**config.mk**
```make
export PLATFORM = sky130hd
export DESIGN_NAME = ball_collision_scorer
export DESIGN_NICKNAME = d
export VERILOG_FILES = /design/src/rtl/pong_pkg.sv /design/src/rtl/pong_score_counter.sv /design/src/rtl/ball_collision_scorer.sv
export SDC_FILE = /design/constraint.sdc
export NUM_CORES = 1
export LEC_CHECK = 0
export ABC_AREA = 0
export CORE_MARGIN = 10
export CORE_UTILIZATION = 50
export DETAILED_ROUTE_END_ITERATION = 12
export PLACE_DENSITY = 0.77
export SLEW_MARGIN = 40
export SYNTH_ARGS = -nofsm -noshare
export SYNTH_HDL_FRONTEND = slang
export SYNTH_SLANG_ARGS = --single-unit
```
**constraint.sdc**
```tcl
create_clock -name clk -period 2.6 [get_ports clk]
set_input_delay 0.52 -clock clk [delete_from_list [all_inputs] [get_ports clk]]
set_output_delay 0.52 -clock clk [all_outputs]
set_load 0.02 [all_outputs]
```
**src/rtl/pong_pkg.sv**
```systemverilog
// rtl/pong_pkg.sv - shared game states and default screen/paddle geometry
package pong_pkg;

    typedef enum logic [2:0] {
        IDLE,
        SERVE_WAIT,
        PLAY,
        POINT,
        OVER
    } game_state_t;

    localparam int POS_W_DEF        = 10;
    localparam int H_RES_DEF        = 640;
    localparam int V_RES_DEF        = 480;
    localparam int BALL_R_DEF       = 4;
    localparam int PAD_HALF_H_DEF   = 24;
    localparam int PAD_L_X_DEF      = 16;
    localparam int PAD_R_X_DEF      = 624;
    localparam int WIN_SCORE_DEF    = 7;
    localparam int SERVE_FRAMES_DEF = 60;

    localparam int SCORE_W = 4;

endpackage

```
**src/rtl/pong_score_counter.sv**
```systemverilog
// rtl/pong_score_counter.sv - per-player saturating score counter
//
// Ports:
//   clk, rst   clock, asynchronous active-high reset
//   clear      synchronous clear to 0 (new game), wins over inc
//   inc        add one point, holds at WIN_SCORE
//   count      current score
//   at_win     count has reached WIN_SCORE
module pong_score_counter
    import pong_pkg::*;
#(
    parameter int WIN_SCORE = WIN_SCORE_DEF
) (
    input  logic               clk,
    input  logic               rst,
    input  logic               clear,
    input  logic               inc,
    output logic [SCORE_W-1:0] count,
    output logic               at_win
);

    localparam logic [SCORE_W-1:0] WIN = SCORE_W'(WIN_SCORE);

    always_ff @(posedge clk or posedge rst) begin
        if (rst) begin
            count <= '0;
        end else if (clear) begin
            count <= '0;
        end else if (inc && (count != WIN)) begin
            count <= count + 1'b1;
        end
    end

    assign at_win = (count == WIN);

endmodule

```
**src/rtl/ball_collision_scorer.sv**
```systemverilog
// rtl/ball_collision_scorer.sv - per-frame collision decisions, serve timing and scoring
//
// Ports:
//   clk, rst                 clock, asynchronous active-high reset
//   frame_tick               one-cycle pulse per video frame
//   start                    one-cycle pulse, begins a new game from IDLE/OVER
//   ball_x, ball_y           ball centre pixel
//   ball_dx, ball_dy         ball direction (1 = right / down)
//   paddle_l_y, paddle_r_y   paddle centres
//   bounce_x, bounce_y       registered one-cycle pulses to the ball tracker
//   serve, serve_dir         registered serve pulse and launch direction (1 = right)
//   score_l, score_r         player scores
//   game_over, winner        game finished, winner valid with it (1 = right)
module ball_collision_scorer
    import pong_pkg::*;
#(
    parameter int POS_W        = POS_W_DEF,
    parameter int H_RES        = H_RES_DEF,
    parameter int V_RES        = V_RES_DEF,
    parameter int BALL_R       = BALL_R_DEF,
    parameter int PAD_HALF_H   = PAD_HALF_H_DEF,
    parameter int PAD_L_X      = PAD_L_X_DEF,
    parameter int PAD_R_X      = PAD_R_X_DEF,
    parameter int WIN_SCORE    = WIN_SCORE_DEF,
    parameter int SERVE_FRAMES = SERVE_FRAMES_DEF
) (
    input  logic               clk,
    input  logic               rst,
    input  logic               frame_tick,
    input  logic               start,
    input  logic [POS_W-1:0]   ball_x,
    input  logic [POS_W-1:0]   ball_y,
    input  logic               ball_dx,
    input  logic               ball_dy,
    input  logic [POS_W-1:0]   paddle_l_y,
    input  logic [POS_W-1:0]   paddle_r_y,
    output logic               bounce_x,
    output logic               bounce_y,
    output logic               serve,
    output logic               serve_dir,
    output logic [SCORE_W-1:0] score_l,
    output logic [SCORE_W-1:0] score_r,
    output logic               game_over,
    output logic               winner
);

    // One extra bit so "x - r" near the left/top edge goes negative instead of wrapping.
    localparam int SW    = POS_W + 1;
    localparam int CNT_W = $clog2(SERVE_FRAMES + 1);

    typedef logic signed [SW-1:0] spos_t;

    localparam spos_t S_ZERO      = '0;
    localparam spos_t S_BALL_R    = spos_t'(BALL_R);
    localparam spos_t S_PAD_L_X   = spos_t'(PAD_L_X);
    localparam spos_t S_PAD_R_X   = spos_t'(PAD_R_X);
    localparam spos_t S_H_MAX     = spos_t'(H_RES - 1);
    localparam spos_t S_V_MAX     = spos_t'(V_RES - 1);
    localparam spos_t S_PAD_REACH = spos_t'(PAD_HALF_H + BALL_R);

    localparam logic [CNT_W-1:0] CNT_LAST = CNT_W'(SERVE_FRAMES - 1);

    // ------------------------------------------------------------------
    // Collision comparators
    // ------------------------------------------------------------------
    spos_t sx, sy, spl, spr;
    spos_t x_lo, x_hi, y_lo, y_hi;
    spos_t dl, dr, adl, adr;
    logic  wall_y, hit_l, hit_r, miss_l, miss_r, paddle_hit;

    assign sx  = $signed({1'b0, ball_x});
    assign sy  = $signed({1'b0, ball_y});
    assign spl = $signed({1'b0, paddle_l_y});
    assign spr = $signed({1'b0, paddle_r_y});

    assign x_lo = sx - S_BALL_R;
    assign x_hi = sx + S_BALL_R;
    assign y_lo = sy - S_BALL_R;
    assign y_hi = sy + S_BALL_R;

    assign dl  = sy - spl;
    assign dr  = sy - spr;
    assign adl = dl[SW-1] ? -dl : dl;
    assign adr = dr[SW-1] ? -dr : dr;

    assign wall_y = (!ball_dy && (y_lo <= S_ZERO)) ||
                    ( ball_dy && (y_hi >= S_V_MAX));

    // The ball centre must still be in front of the inner face; once it is
    // behind the paddle only the miss check applies.
    assign hit_l = !ball_dx && (x_lo <= S_PAD_L_X) && (sx >= S_PAD_L_X) &&
                   (adl <= S_PAD_REACH);
    assign hit_r =  ball_dx && (x_hi >= S_PAD_R_X) && (sx <= S_PAD_R_X) &&
                   (adr <= S_PAD_REACH);

    assign miss_l = !ball_dx && (x_lo <= S_ZERO);
    assign miss_r =  ball_dx && (x_hi >= S_H_MAX);

    assign paddle_hit = hit_l || hit_r;

    // ------------------------------------------------------------------
    // Score counters
    // ------------------------------------------------------------------
    logic clr, inc_l, inc_r, at_win_l, at_win_r;

    pong_score_counter #(.WIN_SCORE(WIN_SCORE)) u_score_l (
        .clk    (clk),
        .rst    (rst),
        .clear  (clr),
        .inc    (inc_l),
        .count  (score_l),
        .at_win (at_win_l)
    );

    pong_score_counter #(.WIN_SCORE(WIN_SCORE)) u_score_r (
        .clk    (clk),
        .rst    (rst),
        .clear  (clr),
        .inc    (inc_r),
        .count  (score_r),
        .at_win (at_win_r)
    );

    // ------------------------------------------------------------------
    // Game FSM
    // ------------------------------------------------------------------
    game_state_t      state_q, state_d;
    logic [CNT_W-1:0] cnt_q, cnt_d;
    logic             bx_q, bx_d, by_q, by_d, serve_q, serve_d;
    logic             serve_dir_q, serve_dir_d;
    logic             winner_q, winner_d;
    logic             scorer_q, scorer_d;   // 1 = right player took the last point

    always_ff @(posedge clk or posedge rst) begin
        if (rst) begin
            state_q     <= IDLE;
            cnt_q       <= '0;
            bx_q        <= 1'b0;
            by_q        <= 1'b0;
            serve_q     <= 1'b0;
            serve_dir_q <= 1'b0;
            winner_q    <= 1'b0;
            scorer_q    <= 1'b0;
        end else begin
            state_q     <= state_d;
            cnt_q       <= cnt_d;
            bx_q        <= bx_d;
            by_q        <= by_d;
            serve_q     <= serve_d;
            serve_dir_q <= serve_dir_d;
            winner_q    <= winner_d;
            scorer_q    <= scorer_d;
        end
    end

    always_comb begin
        state_d     = state_q;
        cnt_d       = cnt_q;
        bx_d        = 1'b0;
        by_d        = 1'b0;
        serve_d     = 1'b0;
        serve_dir_d = serve_dir_q;
        winner_d    = winner_q;
        scorer_d    = scorer_q;
        clr         = 1'b0;
        inc_l       = 1'b0;
        inc_r       = 1'b0;

        case (state_q)
            IDLE, OVER: begin
                if (start) begin
                    clr         = 1'b1;
                    serve_dir_d = 1'b1;
                    winner_d    = 1'b0;
                    cnt_d       = '0;
                    state_d     = SERVE_WAIT;
                end
            end

            SERVE_WAIT: begin
                if (frame_tick) begin
                    if (cnt_q == CNT_LAST) begin
                        serve_d = 1'b1;
                        cnt_d   = '0;
                        state_d = PLAY;
                    end else begin
                        cnt_d = cnt_q + 1'b1;
                    end
                end
            end

            PLAY: begin
                if (frame_tick) begin
                    if (paddle_hit) begin
                        bx_d = 1'b1;
                        by_d = wall_y;
                    end else if (miss_l || miss_r) begin
                        // Point to the opposite side; next serve heads at the loser.
                        inc_r       = miss_l;
                        inc_l       = miss_r;
                        scorer_d    = miss_l;
                        serve_dir_d = miss_r;
                        state_d     = POINT;
                    end else begin
                        by_d = wall_y;
                    end
                end
            end

            POINT: begin
                if (at_win_l || at_win_r) begin
                    winner_d = scorer_q;
                    state_d  = OVER;
                end else begin
                    cnt_d   = '0;
                    state_d = SERVE_WAIT;
                end
            end

            default: state_d = IDLE;
        endcase
    end

    assign bounce_x  = bx_q;
    assign bounce_y  = by_q;
    assign serve     = serve_q;
    assign serve_dir = serve_dir_q;
    assign winner    = winner_q;
    assign game_over = (state_q == OVER);

endmodule

```
# Word-level counts from Yosys, hierarchy flattened
# Cells that the tools add are included.
# W data, S select, Z words.
totals:
  register_bits: 23
  input_bits: 46
  out_inout_bits: 14
op_classes:
  addsub: 11
  order_cmp: 10
  n_eq_ne: 17
  muxes: 47
  bitwise: 1
  n_reduce_logical: 30
op_table:
  columns: ["operator", "n"]
  rows:
  - ["$le A11 B6 Y1 const B", 3]
  - ["$mux W1", 26]
  - ["$mux W6", 4]
  - ["$add A10 B3 Y11 const B", 2]
  - ["$ge A11 B11 Y1 const B", 2]
  - ["$le A11 B1 Y1 const B", 2]
  - ["$mux W11", 2]
  - ["$neg A11 Y11", 2]
  - ["$sub A10 B10 Y11", 2]
  - ["$sub A10 B3 Y11 const B", 2]
  - ["$mux W3", 7]
  - ["$pmux W6 S3", 1]
  - ["$mux W4", 4]
  - ["$ne A2 B2 Y1 const B", 8]
  - ["$logic_and A1 B1 Y1", 12]
  - ["$pmux W3 S4", 1]
  - ["$ge A11 B10 Y1 const B", 1]
  - ["$ge A10 B5 Y1 const B", 1]
  - ["$le A10 B10 Y1 const B", 1]
  - ["$add A4 B1 Y4 const B", 2]
  - ["$eq A4 B3 Y1 const B", 2]
  - ["$ne A4 B3 Y1 const B", 2]
  - ["$reduce_and A4 Y1", 2]
  - ["$reduce_bool A2 Y1", 4]
  - ["other kinds (15)", 21]

# Logic depth before layout (Yosys ltp)
logic_depth:
  word_depth: 12
  ltp_mapped: 15
  mapped_depth_nobuf: 14

# By module
# Synthesis repeated with hierarchy kept, for this count alone.
hier_totals:
  hier_cells: 454
  area_unflattened_um2: 3418.3
by_module_without_submodules:
  columns: ["mod", "instances", "cells_each", "area_per_inst_um2"]
  rows:
  - ["ball_collision_scorer", 1, 412, 2987.9]
  - ["pong_score_counter", 2, 21, 215.2]

# Worst setup path after synthesis
# OpenSTA, ideal clock, no wires.
synth_path:
  path_kind: "input to register"
  start: "in ball_y[0]"
  end: "reg serve_dir_q, in the netlist serve_dir"
  setup_ps: 129
  arrival_ps: 3413
  slack_ps: -942
  path_stages: 15
  path_cell_list: "inv_1 -> ha_1 -> inv_1 -> fa_1 -> a21oi_1 -> o22ai_2 -> xor2_1 -> o21bai_1 -> o21a_1 -> or3_1 -> a22o_1 -> a221oi_2 -> buf_4 -> nor4_1 -> o41a_1"
synth_via:
  elab_chain_cells: 8
  elab_cells_between_ends: 13
  classes_between: "add/sub: 4; order compare: 2; eq/ne: 1; mux: 2; reduce/logical: 4"
synth_lines:
  columns: ["element", "line", "source"]
  rows:
  - ["from (decl)", "ball_collision_scorer.sv:32", "input logic [POS_W-1:0] ball_y,"]
  - ["$sub A10 B10 Y11, on equally long branches", "ball_collision_scorer.sv:81, ball_collision_scorer.sv:82", null]
  - ["$neg A11 Y11, on equally long branches", "ball_collision_scorer.sv:83, ball_collision_scorer.sv:84", null]
  - ["$mux W11, on equally long branches", "ball_collision_scorer.sv:83, ball_collision_scorer.sv:84", null]
  - ["$le A11 B6 Y1, on equally long branches", "ball_collision_scorer.sv:92, ball_collision_scorer.sv:94", null]
  - ["$logic_and A1 B1 Y1, on equally long branches", "ball_collision_scorer.sv:91, ball_collision_scorer.sv:93", null]
  - ["$logic_or A1 B1 Y1 (*)", "ball_collision_scorer.sv:99", "assign paddle_hit = hit_l || hit_r;"]
  - ["$ne A2 B2 Y1 (no source line) (*)", null, null]
  - ["$reduce_and A5 Y1 (no source line) (*)", null, null]
  - ["to (signal assigned)", "ball_collision_scorer.sv:150", "serve_dir_q <= serve_dir_d;"]
  - ["to (decl)", "ball_collision_scorer.sv:130", "logic serve_dir_q, serve_dir_d;"]
# Mark *: on every way between the ends. The rest lies on a longest branch, timed or not.
# A chain may end at the register's enable or synchronous reset.

# Final worst setup path
layout_path:
  start: "in paddle_r_y[8]"
  end: "reg u_score_r.count[2]"
layout_via:
  elab_chain_cells: 11
layout_lines:
  columns: ["element", "line", "source"]
  rows:
  - ["from (decl)", "ball_collision_scorer.sv:36", "input logic [POS_W-1:0] paddle_r_y,"]
  - ["$sub A10 B10 Y11 (*)", "ball_collision_scorer.sv:82", "assign dr = sy - spr;"]
  - ["$neg A11 Y11", "ball_collision_scorer.sv:84", "assign adr = dr[SW-1] ? -dr : dr;"]
  - ["$mux W11 (*)", "ball_collision_scorer.sv:84", null]
  - ["$le A11 B6 Y1 (*)", "ball_collision_scorer.sv:94", "(adr <= S_PAD_REACH);"]
  - ["$logic_and A1 B1 Y1 (*)", "ball_collision_scorer.sv:93", "assign hit_r = ball_dx && (x_hi >= S_PAD_R_X) && (sx <= S_PAD_R_X) &&"]
  - ["$logic_or A1 B1 Y1 (*)", "ball_collision_scorer.sv:99", null]
  - ["$mux W1 (*)", "ball_collision_scorer.sv:194", "if (paddle_hit) begin"]
  - ["$mux W1 (*)", "ball_collision_scorer.sv:193", "if (frame_tick) begin"]
  - ["$mux W1 (*)", "ball_collision_scorer.sv:169", "case (state_q)"]
  - ["$logic_and A1 B1 Y1 (*)", "pong_score_counter.sv:29", "end else if (inc && (count != WIN)) begin"]
  - ["$reduce_bool A2 Y1 (no source line) (*)", null, null]
  - ["to (signal assigned)", "pong_score_counter.sv:30", "count <= count + 1'b1;"]
  - ["to (decl)", "pong_score_counter.sv:18", "output logic [SCORE_W-1:0] count,"]
# Marked as above.

==> flow_summary_export.csv <==
group,metric,value,unit
worst_setup_path,r2r_cells,8,
clock_tree,worstSkewPairLatency,0.26,ns
outcome,status,"finished with violations",
power,leakage,2.43,nW
clock_tree,cts_buffer_depth,2,
synth,yosysMostFrequentCell,"inv_1",
worst_setup_path,worstSetupPathType,"in2reg",
synth,ys_top_cells_by_count,"inv_1 (43), nand2_1 (35), nor2_1 (33)",
synth,syn_area,3240,um2
global_routing,grt_pass1_vias,4419,
sta,max_freq,287,MHz
clock_tree,cts_max_level,1,
routing,drt_first_pass_iters,6,
synth,yosysSeqAreaShare,17.8,%
routing,viasPerCell,6.31,
synth,synthCells,435,
clock_tree,cts_buffers,3,
synth,synth_seq_cells,23,
worst_hold_path,hold_path_depth,2,
synth,synth_top_area_share,17.8,%
clock_tree,root_buffer,"clkbuf_8",
sta,drv_slew,0,
synth,synth_area_leaders,"dfrtp_1 (18%), ha_1 (12%), inv_1 (5.0%)",
final_layout,nNetsFinal,700,
sta,slew_headroom,69.0,%
placement,place.gp.congestion,0.913,
outcome,violations,"setup timing",
sta,whs,0.523,ns
synth,synth_cell_types,67,
worst_setup_path,cp.required,2.77,ns
floorplanning,io_pins,60,
synth,synth.largest_area_cell,"dfrtp_1",
synth,async_reset_ff_share,100,%
worst_setup_path,start_kind,"input pin",
sta,fin_tns_setup,-10.44,ns
clock_tree,cts_tree,"done",
floorplanning,dieArea,10100,um2
flow_run,drv_cap,0,
global_routing,grt_use_total,24.3,%
power,power.density,329,nW/um2
floorplanning,core_area,6310,um2
clock_tree,path_clk_slew,0.08,ns
power,vdd_drop_max,426,uV
routing,drcViolationCount,0,
sta,tightest_slew,0.463,ns
placement,numPortBuffers,59,
routing,postRouteAntennaNets,0,
routing,drt_wl_total,14.0,mm
floorplanning,initial_utilization,51.2,%
placement,place_hpwl,8.30,mm
sta,grt_setup_unrepaired,"yes",
worst_hold_path,hold_path_class,"reg2reg",
synth,synth-edff-count,0,
global_routing,grt_overflow_total,0,
global_routing,grt_pass1_wl,20.7,mm
final_layout,drive_gt1_share,35.7,%
worst_setup_path,crit_path_max_fanout,6,
sta,setup_slack,-0.879,ns
clock_tree,cts_hold_buf,0,
worst_setup_path,crit_arrival,3.65,ns
floorplanning,rows,29,
final_layout,antenna_cells,0,
sta,setup_viol,13,
routing,vias,4392,
floorplanning,die_w,100,um
routing,drt_first_iter_violations,348,
sta,fin_skew,0.00202,ns
sta,hold_violations,0,
sta,period_share,134,%
global_routing,antenna_found_initial,0,
routing,wl_per_cell,20.1,um
final_layout,area.growth.synth_to_final,68.2,%
synth,synth-main-ff-cell,"dfrtp_1",
global_routing,grt_max_degree,24,
worst_setup_path,endpoint_kind,"flip-flop",
synth,synth_area_per_cell,7.44,um2
synth,yosysWarnings,0,
floorplanning,die_h,100,um
synth,syn_nets,515,
sta,fin_crit,3.48,ns
clock_tree,numClockSinks,23,
==> report_power, final <==
part | internal [mW] | leakage (nW) | total (mW) | switching [mW]
clock network | 0.109 | 0.0228 | 0.219 | 0.109
registers | 0.397 | 0.303 | 0.445 | 0.0476
logic | 0.568 | 2.11 | 1.13 | 0.557
total | 1.07 | 2.43 | 1.79 | 0.714
==> worst paths after layout <==
check | start | to | slack [ns]
min in group asynchronous | rst | u_score_l.count[1] | 0.59
max in group asynchronous | rst | u_score_l.count[0] | 1.77
min | winner | winner | 0.52
max reg2reg | state_q[2] | u_score_r.count[3] | 0.06
min reg2reg | winner | winner | 0.52
max | paddle_r_y[8] | u_score_r.count[2] | -0.88
==> sequential cells by signal, summed over array words and instances, names as in the netlist <==
signal           count
bounce_x             1
bounce_y             1
cnt_q                6
scorer_q             1
serve                1
serve_dir            1
state_q              3
u_score_l.count      4
u_score_r.count      4
winner               1
==> critical path, stage by stage <==
cell and delay [ns]:
clkdlybuf4s50_1 0.46, inv_1 0.05, ha_1 0.32, and3_1 0.25, a311oi_2 0.34, buf_4 0.20, nor4_1 0.06, or3_1 0.37
a22o_1 0.20, a221oi_2 0.27, buf_4 0.21, buf_6 0.12, nor2_2 0.05, a311oi_2 0.24
==> repair_timing <==
item,in CTS,in global routing
buffers inserted,30,5
gates resized for setup,100,28
setup endpoints to repair,13,13
pin swaps,52,37
==> cell families (layout without fill, tap and decap cells) <==
family	count (synthesis)	after routing	share of synthesized area (%)
xor gates and xnor gates	17	17	4.60
buffers and inverters	54	238	6.65
AOI/OAI and AO/OA	131	131	28.5
DFF	23	23	17.8
adders and majority gates	35	35	13.9
and+or+nand+nor	170	170	27.0
muxes	5	5	1.62
==> area by class of cell <==
type | count | area [um2]
clock buffers | 4 | 45.0
repair buffers | 191 | 1640
inverters | 43 | 174
fillers | 320 | 871
multi-input cells | 358 | 2920
well taps | 77 | 96.3
flip-flops and latches | 23 | 576
==> layer usage <==
layer	track usage, %	routed length (um)	vias to the layer above
met1	25.2	5060	2058
li1	-	-	1976
met5	0	0	-
met2	47.1	7310	270
met4	11.0	750	0
met3	2.95	891	88
==> metrics by stage <==
step                      worst slack [ns]  instances  total power, mW  cell area [um2]  utilization (%)
final                               -0.879        696             1.79             5440             86.2
after global routing                -0.954        696             1.89             5440             86.2
after CTS                           -0.725        694             1.67             5290             83.8
after detailed placement             -1.54        660             1.31             4720             74.8
after global placement               -1.44        660             1.28             4720             74.8
after floorplan                     -0.778        435            0.939             3340                -
==> cell usage in the layout (no fill, tap or decap), types with 11 or more instances in the layout <==
cell             instances
dlygate4sd2_1           11
buf_4                  118
nand3_1                 15
inv_1                   32
dfrtp_1                 23
nor2_1                  30
clkdlybuf4s50_1         41
ha_1                    21
nand2_1                 33
a21oi_1                 19
o21ai_0                 21
nand2b_1                13
buf_6                   14
(Power assumes the default switching activity.)
